**src/rtl/exu_muldiv_pkg.sv**
```systemverilog
// Shared constants for the iterative multiply/divide unit:
// operation-info bit positions and FSM state encoding.
package exu_muldiv_pkg;

    localparam int MD_MUL    = 8;
    localparam int MD_MULH   = 7;
    localparam int MD_MULHSU = 6;
    localparam int MD_MULHU  = 5;
    localparam int MD_DIV    = 4;
    localparam int MD_DIVU   = 3;
    localparam int MD_REM    = 2;
    localparam int MD_REMU   = 1;
    localparam int MD_WORD   = 0;

    typedef logic [1:0] state_t;

    localparam state_t ST_IDLE = 2'd0;
    localparam state_t ST_CALC = 2'd1;
    localparam state_t ST_DONE = 2'd2;

endpackage

```
**src/rtl/exu_muldiv_iter_core.sv**
```systemverilog
// Shared unsigned shift/add-subtract datapath: MSB-first shift-add multiply
// or restoring divide on magnitudes, STEP bits per cycle.
module exu_muldiv_iter_core #(
    parameter int XLEN = 64,
    parameter int STEP = 1
) (
    input  logic            clock,
    input  logic            reset,
    input  logic            i_load,
    input  logic            i_run,
    input  logic            i_div,
    input  logic [6:0]      i_n,
    input  logic [XLEN-1:0] i_a,
    input  logic [XLEN-1:0] i_b,
    output logic            o_last,
    output logic [XLEN-1:0] o_hi,
    output logic [XLEN-1:0] o_lo
);

    logic [XLEN-1:0] sh_q, sh_d, hi_q, hi_d, lo_q, lo_d, b_q, b_d;
    logic [6:0]      cnt_q, cnt_d;
    logic            div_q, div_d;

    logic [XLEN-1:0]   h, l, s;
    logic [XLEN:0]     r;
    logic [2*XLEN-1:0] acc;
    logic [6:0]        shamt;

    // The operand is pre-shifted so its top significant bit sits at the MSB;
    // both modes then consume bits MSB-first regardless of N.
    always_comb begin
        sh_d  = sh_q;
        hi_d  = hi_q;
        lo_d  = lo_q;
        b_d   = b_q;
        cnt_d = cnt_q;
        div_d = div_q;
        h     = hi_q;
        l     = lo_q;
        s     = sh_q;
        r     = '0;
        acc   = '0;
        shamt = 7'(XLEN) - i_n;
        if (i_load) begin
            sh_d  = i_a << shamt;
            hi_d  = '0;
            lo_d  = '0;
            b_d   = i_b;
            div_d = i_div;
            cnt_d = i_n / 7'(STEP);
        end else if (i_run) begin
            for (int k = 0; k < STEP; k++) begin
                if (div_q) begin
                    r = {h, s[XLEN-1]};
                    if (r >= {1'b0, b_q}) begin
                        r = r - {1'b0, b_q};
                        l = {l[XLEN-2:0], 1'b1};
                    end else begin
                        l = {l[XLEN-2:0], 1'b0};
                    end
                    h = r[XLEN-1:0];
                end else begin
                    acc = {h, l} << 1;
                    if (s[XLEN-1]) begin
                        acc = acc + {{XLEN{1'b0}}, b_q};
                    end
                    {h, l} = acc;
                end
                s = s << 1;
            end
            sh_d  = s;
            hi_d  = h;
            lo_d  = l;
            cnt_d = cnt_q - 7'd1;
        end
    end

    always_ff @(posedge clock or posedge reset) begin
        if (reset) begin
            sh_q  <= '0;
            hi_q  <= '0;
            lo_q  <= '0;
            b_q   <= '0;
            cnt_q <= '0;
            div_q <= 1'b0;
        end else begin
            sh_q  <= sh_d;
            hi_q  <= hi_d;
            lo_q  <= lo_d;
            b_q   <= b_d;
            cnt_q <= cnt_d;
            div_q <= div_d;
        end
    end

    // Next-state halves, so the owner can capture the result on the last step.
    assign o_hi   = hi_d;
    assign o_lo   = lo_d;
    assign o_last = (cnt_q == 7'd1);

endmodule

```
**src/rtl/exu_muldiv.sv**
```systemverilog
// RV64M iterative multiply/divide execute unit: handshake FSM, sign handling,
// divide special cases and word-op formatting around the shared iterative core.
module exu_muldiv
    import exu_muldiv_pkg::*;
#(
    parameter int XLEN = 64,
    parameter int STEP = 1
) (
    input  logic            clock,
    input  logic            reset,
    input  logic            i_valid,
    output logic            o_ready,
    input  logic [8:0]      i_md_info,
    input  logic [XLEN-1:0] i_op1,
    input  logic [XLEN-1:0] i_op2,
    input  logic [4:0]      i_rd_addr,
    input  logic            i_rd_wen,
    input  logic            i_flush,
    output logic            o_valid,
    input  logic            i_ready,
    output logic [XLEN-1:0] o_rd_data,
    output logic [4:0]      o_rd_addr,
    output logic            o_rd_wen,
    output logic [1:0]      o_dbg_state
);

    // Handshake: a request transfers when i_valid & o_ready & ~i_flush; the result
    // transfers when o_valid & i_ready; o_valid holds with stable data until then.

    function automatic logic [XLEN-1:0] fmt(input logic w, input logic [XLEN-1:0] x);
        return w ? XLEN'($signed(x[31:0])) : x;
    endfunction

    state_t          state_q, state_d;
    logic [XLEN-1:0] rd_data_q, rd_data_d;
    logic [4:0]      rd_addr_q, rd_addr_d;
    logic            rd_wen_q, rd_wen_d, word_q, word_d, mul_q, mul_d;
    logic            lo_sel_q, lo_sel_d, neg_q, neg_d;

    logic              op_mul, op_div, word, a_signed, b_signed, lo_sel;
    logic              a_neg, b_neg, div0, ovf, special, accept;
    logic [XLEN-1:0]   a_ext, b_ext, a_mag, b_mag, min_val, special_res;
    logic              core_load, core_run, core_last;
    logic [XLEN-1:0]   core_hi, core_lo, quo, remv, raw, calc_res;
    logic [2*XLEN-1:0] full, prod;
    logic [6:0]        n_iter;

    assign op_mul   = |i_md_info[MD_MUL:MD_MULHU];
    assign op_div   = |i_md_info[MD_DIV:MD_REMU];
    assign word     = i_md_info[MD_WORD] & (i_md_info[MD_MUL] | op_div) & (XLEN == 64);
    assign a_signed = i_md_info[MD_MULH] | i_md_info[MD_MULHSU] | i_md_info[MD_DIV] | i_md_info[MD_REM];
    assign b_signed = i_md_info[MD_MULH] | i_md_info[MD_DIV] | i_md_info[MD_REM];
    assign lo_sel   = i_md_info[MD_MUL] | i_md_info[MD_DIV] | i_md_info[MD_DIVU];

    assign a_ext = word ? (a_signed ? XLEN'($signed(i_op1[31:0])) : XLEN'(i_op1[31:0])) : i_op1;
    assign b_ext = word ? (b_signed ? XLEN'($signed(i_op2[31:0])) : XLEN'(i_op2[31:0])) : i_op2;
    assign a_neg = a_signed & a_ext[XLEN-1];
    assign b_neg = b_signed & b_ext[XLEN-1];
    assign a_mag = a_neg ? -a_ext : a_ext;
    assign b_mag = b_neg ? -b_ext : b_ext;
    assign n_iter = word ? 7'd32 : 7'(XLEN);

    assign min_val = word ? XLEN'($signed(32'h8000_0000)) : {1'b1, {(XLEN-1){1'b0}}};
    assign div0    = op_div & (b_ext == '0);
    assign ovf     = (i_md_info[MD_DIV] | i_md_info[MD_REM]) & (a_ext == min_val) & (&b_ext);
    assign special = div0 | ovf;
    assign special_res = div0 ? (lo_sel ? '1 : fmt(word, a_ext)) : (lo_sel ? a_ext : '0);

    assign accept = i_valid & (state_q == ST_IDLE) & ~i_flush;

    exu_muldiv_iter_core #(.XLEN(XLEN), .STEP(STEP)) u_core (
        .clock  (clock),
        .reset  (reset),
        .i_load (core_load),
        .i_run  (core_run),
        .i_div  (op_div),
        .i_n    (n_iter),
        .i_a    (a_mag),
        .i_b    (b_mag),
        .o_last (core_last),
        .o_hi   (core_hi),
        .o_lo   (core_lo)
    );

    // Products negate as a full 2*XLEN value so the high half borrows correctly.
    assign full     = {core_hi, core_lo};
    assign prod     = neg_q ? -full : full;
    assign quo      = neg_q ? -core_lo : core_lo;
    assign remv     = neg_q ? -core_hi : core_hi;
    assign raw      = mul_q ? (lo_sel_q ? prod[XLEN-1:0] : prod[2*XLEN-1:XLEN])
                            : (lo_sel_q ? quo : remv);
    assign calc_res = fmt(word_q, raw);

    always_ff @(posedge clock or posedge reset) begin
        if (reset) begin
            state_q <= ST_IDLE;
        end else begin
            state_q <= state_d;
        end
    end

    always_comb begin
        state_d = state_q;
        case (state_q)
            ST_IDLE: if (accept) state_d = special ? ST_DONE : ST_CALC;
            ST_CALC: begin
                if (i_flush)        state_d = ST_IDLE;
                else if (core_last) state_d = ST_DONE;
            end
            ST_DONE: if (i_flush || i_ready) state_d = ST_IDLE;
            default: state_d = ST_IDLE;
        endcase
    end

    always_comb begin
        o_ready     = (state_q == ST_IDLE);
        o_valid     = (state_q == ST_DONE);
        o_dbg_state = state_q;
    end

    always_comb begin
        rd_data_d = rd_data_q;
        rd_addr_d = rd_addr_q;
        rd_wen_d  = rd_wen_q;
        word_d    = word_q;
        mul_d     = mul_q;
        lo_sel_d  = lo_sel_q;
        neg_d     = neg_q;
        core_load = 1'b0;
        core_run  = (state_q == ST_CALC);
        if (accept) begin
            rd_addr_d = i_rd_addr;
            rd_wen_d  = i_rd_wen;
            word_d    = word;
            mul_d     = op_mul;
            lo_sel_d  = lo_sel;
            neg_d     = (op_mul | lo_sel) ? (a_neg ^ b_neg) : a_neg;
            if (special) rd_data_d = special_res;
            else         core_load = 1'b1;
        end
        if ((state_q == ST_CALC) && core_last && !i_flush) begin
            rd_data_d = calc_res;
        end
    end

    always_ff @(posedge clock or posedge reset) begin
        if (reset) begin
            rd_data_q <= '0;
            rd_addr_q <= '0;
            rd_wen_q  <= 1'b0;
            word_q    <= 1'b0;
            mul_q     <= 1'b0;
            lo_sel_q  <= 1'b0;
            neg_q     <= 1'b0;
        end else begin
            rd_data_q <= rd_data_d;
            rd_addr_q <= rd_addr_d;
            rd_wen_q  <= rd_wen_d;
            word_q    <= word_d;
            mul_q     <= mul_d;
            lo_sel_q  <= lo_sel_d;
            neg_q     <= neg_d;
        end
    end

    assign o_rd_data = rd_data_q;
    assign o_rd_addr = rd_addr_q;
    assign o_rd_wen  = rd_wen_q;

endmodule

```
**config.mk**
```make
export PLATFORM = sky130hd
export DESIGN_NAME = exu_muldiv
export DESIGN_NICKNAME = d
export VERILOG_FILES = /design/src/rtl/exu_muldiv_pkg.sv /design/src/rtl/exu_muldiv_iter_core.sv /design/src/rtl/exu_muldiv.sv
export SDC_FILE = /design/constraint.sdc
export NUM_CORES = 2
export LEC_CHECK = 0
export ABC_CLOCK_PERIOD_IN_PS = 22400
export CAP_MARGIN = 5
export CORE_MARGIN = 2
export CORE_UTILIZATION = 50
export CTS_BUF_LIST = sky130_fd_sc_hd__clkbuf_2 sky130_fd_sc_hd__clkbuf_4 sky130_fd_sc_hd__clkbuf_8
export DETAILED_ROUTE_END_ITERATION = 16
export PLACE_DENSITY = 0.69
export SLEW_MARGIN = 20
export SYNTH_ARGS = -nofsm -noshare
export SYNTH_HDL_FRONTEND = slang
export SYNTH_SLANG_ARGS = --single-unit
```
**constraint.sdc**
```tcl
create_clock -name clock -period 22.4 [get_ports clock]
set_input_delay 4.48 -clock clock [delete_from_list [all_inputs] [get_ports clock]]
set_output_delay 4.48 -clock clock [all_outputs]
set_load 0.01 [all_outputs]
```
==> flow_metrics.py <==
metrics = {
    "worst_setup_path": {
        "cp_slowest_stage_delay_ns": 0.84,
        "rr_endpoint": "o_rd_data[28]",
        "cp_max_fo": 74,
        "start_kind": "input pin",
        "path_class": "in2reg",
        "worstPathCellList": "clkdlybuf4s50_1 -> or3_1 -> o21a_2 -> buf_4 -> nor3_1 -> a32oi_2 -> o32a_2 -> a21oi_4 -> nand2_1 -> nand2_1 -> inv_1 -> ha_1 -> inv_1 -> nor4b_1 -> nand3_1 -> nor2_1 -> o21ai_0 -> o21ai_0 -> and2_1 -> o21ai_0 -> o21ai_0 -> a221o_1",
        "worstPathRequired_ns": 22.98,
        "rr_worst_depth": 25,
        "r2r-start": "u_core.sh_q[63]",
        "cp_top_family": "compound AO/OA/AOI/OAI gates",
        "critPathSlowestCell": "a21oi_4",
        "endpoint_kind": "flop",
        "rrSetupSlack_ns": 13.75,
        "cp_common_cell": "o21ai_0",
        "arrival_ns": 12.07,
        "cp_num_buf_inv": 4,
    },
    "placement": {
        "placedCellCount": 6139,
        "gp_congestion": 1.22,
        "portBuffers": 221,
        "post-dp-hpwl_mm": 166,
        "placed_area_um2": 39700,
    },
    "synthesis": {
        "synth_fp_nets": 5512,
        "yosys_warnings": 0,
        "synth_area_leaders": "dfrtp_1 (23%), a21oi_1 (6.9%), nand2_1 (6.7%), o21ai_0 (5.8%), nor2_1 (5.3%)",
        "synth_cell_types": 108,
        "synthCells": 5227,
        "yosysSeqAreaShare_pct": 23.0,
        "synth_top_area_share_pct": 23.0,
        "synth_area_per_cell_um2": 7.07,
        "ys_dominant_reg_cell": "dfrtp_1",
        "synth.most_common_cell": "nand2_1",
        "ys_ff_latch": 340,
        "netlist_top_cells_count": "nand2_1 (658), nor2_1 (518), a21oi_1 (511), o21ai_0 (427), dfrtp_1 (340)",
        "mappedNetlistArea_um2": 36900,
        "synthArstFlopShare_pct": 100,
        "synth_top_area_cell": "dfrtp_1",
        "synth_edf_count": 0,
    },
    "timing": {
        "fin_crit_sh_pct": 51.3,
        "fin_worst_skew_ns": 0.0709,
        "rsz0062_at_grt": "false",
        "setup-violations-final": 0,
        "hold_viol": 0,
        "finalCriticalPeriod_ns": 11.49,
        "fin_setup_tns_ns": 0,
        "drv_slew": 0,
        "max_slew.worst_pin.slew_ns": 1.31,
        "maxClockFrequency_mhz": 87.1,
        "relSlewSlack_pct": 11.6,
    },
    "power_and_ir_drop": {
        "power_density_nw_per_um2": 152,
        "p_leak_nw": 16.0,
        "pwr-share-clk_pct": 10.7,
        "p_switching_w": 0.00373,
        "power_frac_seq_pct": 21.2,
        "power_frac_comb_pct": 68.0,
        "peakVddDrop_mv": 0.0831,
        "power.internal_w": 0.00253,
        "switching_share_pct": 59.6,
    },
    "status": {
        "status": "completed",
    },
    "route": {
        "drtIter0Drc": 8581,
        "num_vias": 46900,
        "ant_nets": 0,
        "drtPass1Iterations": 8,
        "drc": 0,
        "wl_mm": 212,
        "vias_per_cell": 7.50,
        "wire_per_inst_um": 33.9,
    },
    "die": {
        "std_cell_rows": 99,
        "die_w_um": 276,
        "io_pins": 222,
        "dieArea_um2": 76100,
        "core_um2": 73100,
        "initial_utilization_pct": 50.5,
        "fp.dieH_um": 276,
    },
    "cts": {
        "clk_pin_slew_ns": 0.07,
        "cts_setup_buffers": 0,
        "root_buffer": "clkbuf_8",
        "clk_latency_ns": 0.73,
        "cts_inserted_buffers": 56,
        "clkSinkCount": 340,
        "htreeDepth": 2,
        "clk_path_buf_depth": 3,
        "cts_resized": 0,
        "cts_tree": "done",
        "cts_hold_buf": 0,
    },
    "global_route": {
        "track_usage_pct": 54.2,
        "antenna_found_initial": 14,
        "grt_pass1_vias": 42500,
        "grt_start_max_net_pins": 177,
        "grt_pass1_wl_mm": 300,
        "grt.overflow.total": 0,
    },
    "run": {
        "maxCapViolCount": 0,
    },
    "cells_and_area": {
        "nets": 5525,
        "fin_area_um2": 41100,
        "drive_gt1_share_pct": 6.02,
        "syn2layout_area_growth_pct": 11.3,
        "finalNonFillerCells": 6256,
        "post-route-util_pct": 56.2,
    },
    "min_path": {
        "hp-class": "reg2reg",
        "min_from": "o_rd_addr[2]",
        "hold_depth": 2,
        "min_to": "o_rd_addr[2]",
    },
}
## layout make-up
class | instances | area [um2]
Timing Repair Buffer | 314 | 2920
Sequential cell | 340 | 8510
Antenna cell | 11 | 27.5
Tap cell | 959 | 1200
Multi-Input combinational cell | 4375 | 26500
Inverter | 153 | 582
Fill cell | 7122 | 32000
Clock buffer | 85 | 1100
Clock inverter | 19 | 234
## worst reg2reg max path: stages, from the launching register on
cell and delay (ns):
dfrtp_1 0.59, buf_4 0.39, inv_1 0.68, ha_1 0.36
nor2b_1 0.08, o21bai_1 0.24, a21oi_1 0.14, o41a_1 0.51
o21bai_1 0.22, buf_4 0.23, nand3_1 0.62, nand2b_1 0.42
nand2_1 0.11, inv_1 0.12, ha_1 0.40, inv_1 0.16
nor4b_1 0.43, nand3_1 0.24, nor4b_1 0.37, o211ai_1 0.31
o31a_1 0.59, nor4_4 0.58, nand4b_1 0.17, mux2_2 0.29
o21ai_0 0.17, nand3_1 0.10
## through the flow
stage | hold slack [ns] | setup WS (ns) | power, W
final | 0.482 | 10.91 | 0.00625
after global routing | 0.505 | 10.67 | 0.00639
after CTS | 0.486 | 11.24 | 0.00588
after detailed placement | 0.468 | 10.58 | 0.00519
after global placement | 0.460 | 10.73 | 0.00518
after floorplan | 0.473 | 8.50 | 0.00355
## kinds of logic (layout without fill, tap and decap cells)
logic type      after synthesis  count (layout)  share of synthesized area [%]
simple gates               2128            2128                           27.7
compound gates             1770            1770                           30.8
buf+inv                     512             571                           5.51
flops                       340             340                           23.0
xor+xnor                    280             280                           6.64
fa+ha+maj                   137             137                           4.68
mux                          60              60                           1.68
other cells                   0              11                              0
## registers in the layout (all words and copies together) (netlist names), 2 cells and up
name          flops
u_core.hi_q      64
o_dbg_state       2
o_rd_addr         5
u_core.lo_q      64
o_rd_data        64
u_core.cnt_q      7
u_core.sh_q      64
u_core.b_q       64
## power groups by stage
stage | Sequential (W) | Clock (W) | Combinational (W)
detailed placement | 0.00127 | 0 | 0.00392
floorplan | 0.00105 | 0 | 0.00251
finish | 0.00133 | 0.000672 | 0.00425
global placement | 0.00127 | 0 | 0.00391
CTS | 0.00126 | 0.000667 | 0.00395
global route | 0.00131 | 0.000691 | 0.00439
## cell usage in the layout (no fill, tap or decap), drive strengths merged, types with 24 or more instances in the layout
| master | instances |
|---|---|
| nor3 | 188 |
| o21a | 33 |
| and3 | 53 |
| inv | 153 |
| and4 | 32 |
| and2 | 40 |
| mux2i | 45 |
| xnor2 | 152 |
| ha | 135 |
| nand2 | 658 |
| a221o | 24 |
| o211ai | 71 |
| o21ai | 445 |
| o31ai | 57 |
| o22ai | 30 |
| clkdlybuf4s50 | 221 |
| a2111oi | 24 |
| dfrtp | 340 |
| a21oi | 513 |
| a211oi | 66 |
| nor2 | 521 |
| a22oi | 62 |
| nand2b | 37 |
| or3 | 57 |
| nor4 | 70 |
| nand4 | 171 |
| a221oi | 28 |
| buf | 91 |
| a31oi | 88 |
| nand3 | 164 |
| a21o | 47 |
| clkbuf | 87 |
| or4 | 34 |
| o221ai | 28 |
| xor2 | 128 |
| o41ai | 24 |
| or2 | 30 |
## worst max path at each step
| stage | startpoint | endpoint | slack [ns] | depth (start not counted) |
|---|---|---|---|---|
| final | i_md_info[4] | o_rd_data[34] | 10.91 | 22 |
| after detailed placement | i_md_info[4] | o_rd_data[40] | 10.58 | 20 |
| after floorplan | reset | lo_sel_q | 8.50 | 1 |
| after global placement | i_md_info[4] | o_rd_data[40] | 10.73 | 20 |
| after CTS | i_md_info[4] | o_rd_data[40] | 11.24 | 20 |
| after global routing | i_md_info[4] | o_rd_data[40] | 10.67 | 20 |
## metal layers
metal | part of all wire [%] | vias to the layer above | global-route usage (%)
met4 | 9.3 | 14 | 39.0
met2 | 39 | 4274 | 74.5
met3 | 16 | 1014 | 23.1
met1 | 36 | 22100 | 67.4
li1 | - | 19500 | -
met5 | 0.047 | - | 0
(Power assumes the default switching activity.)
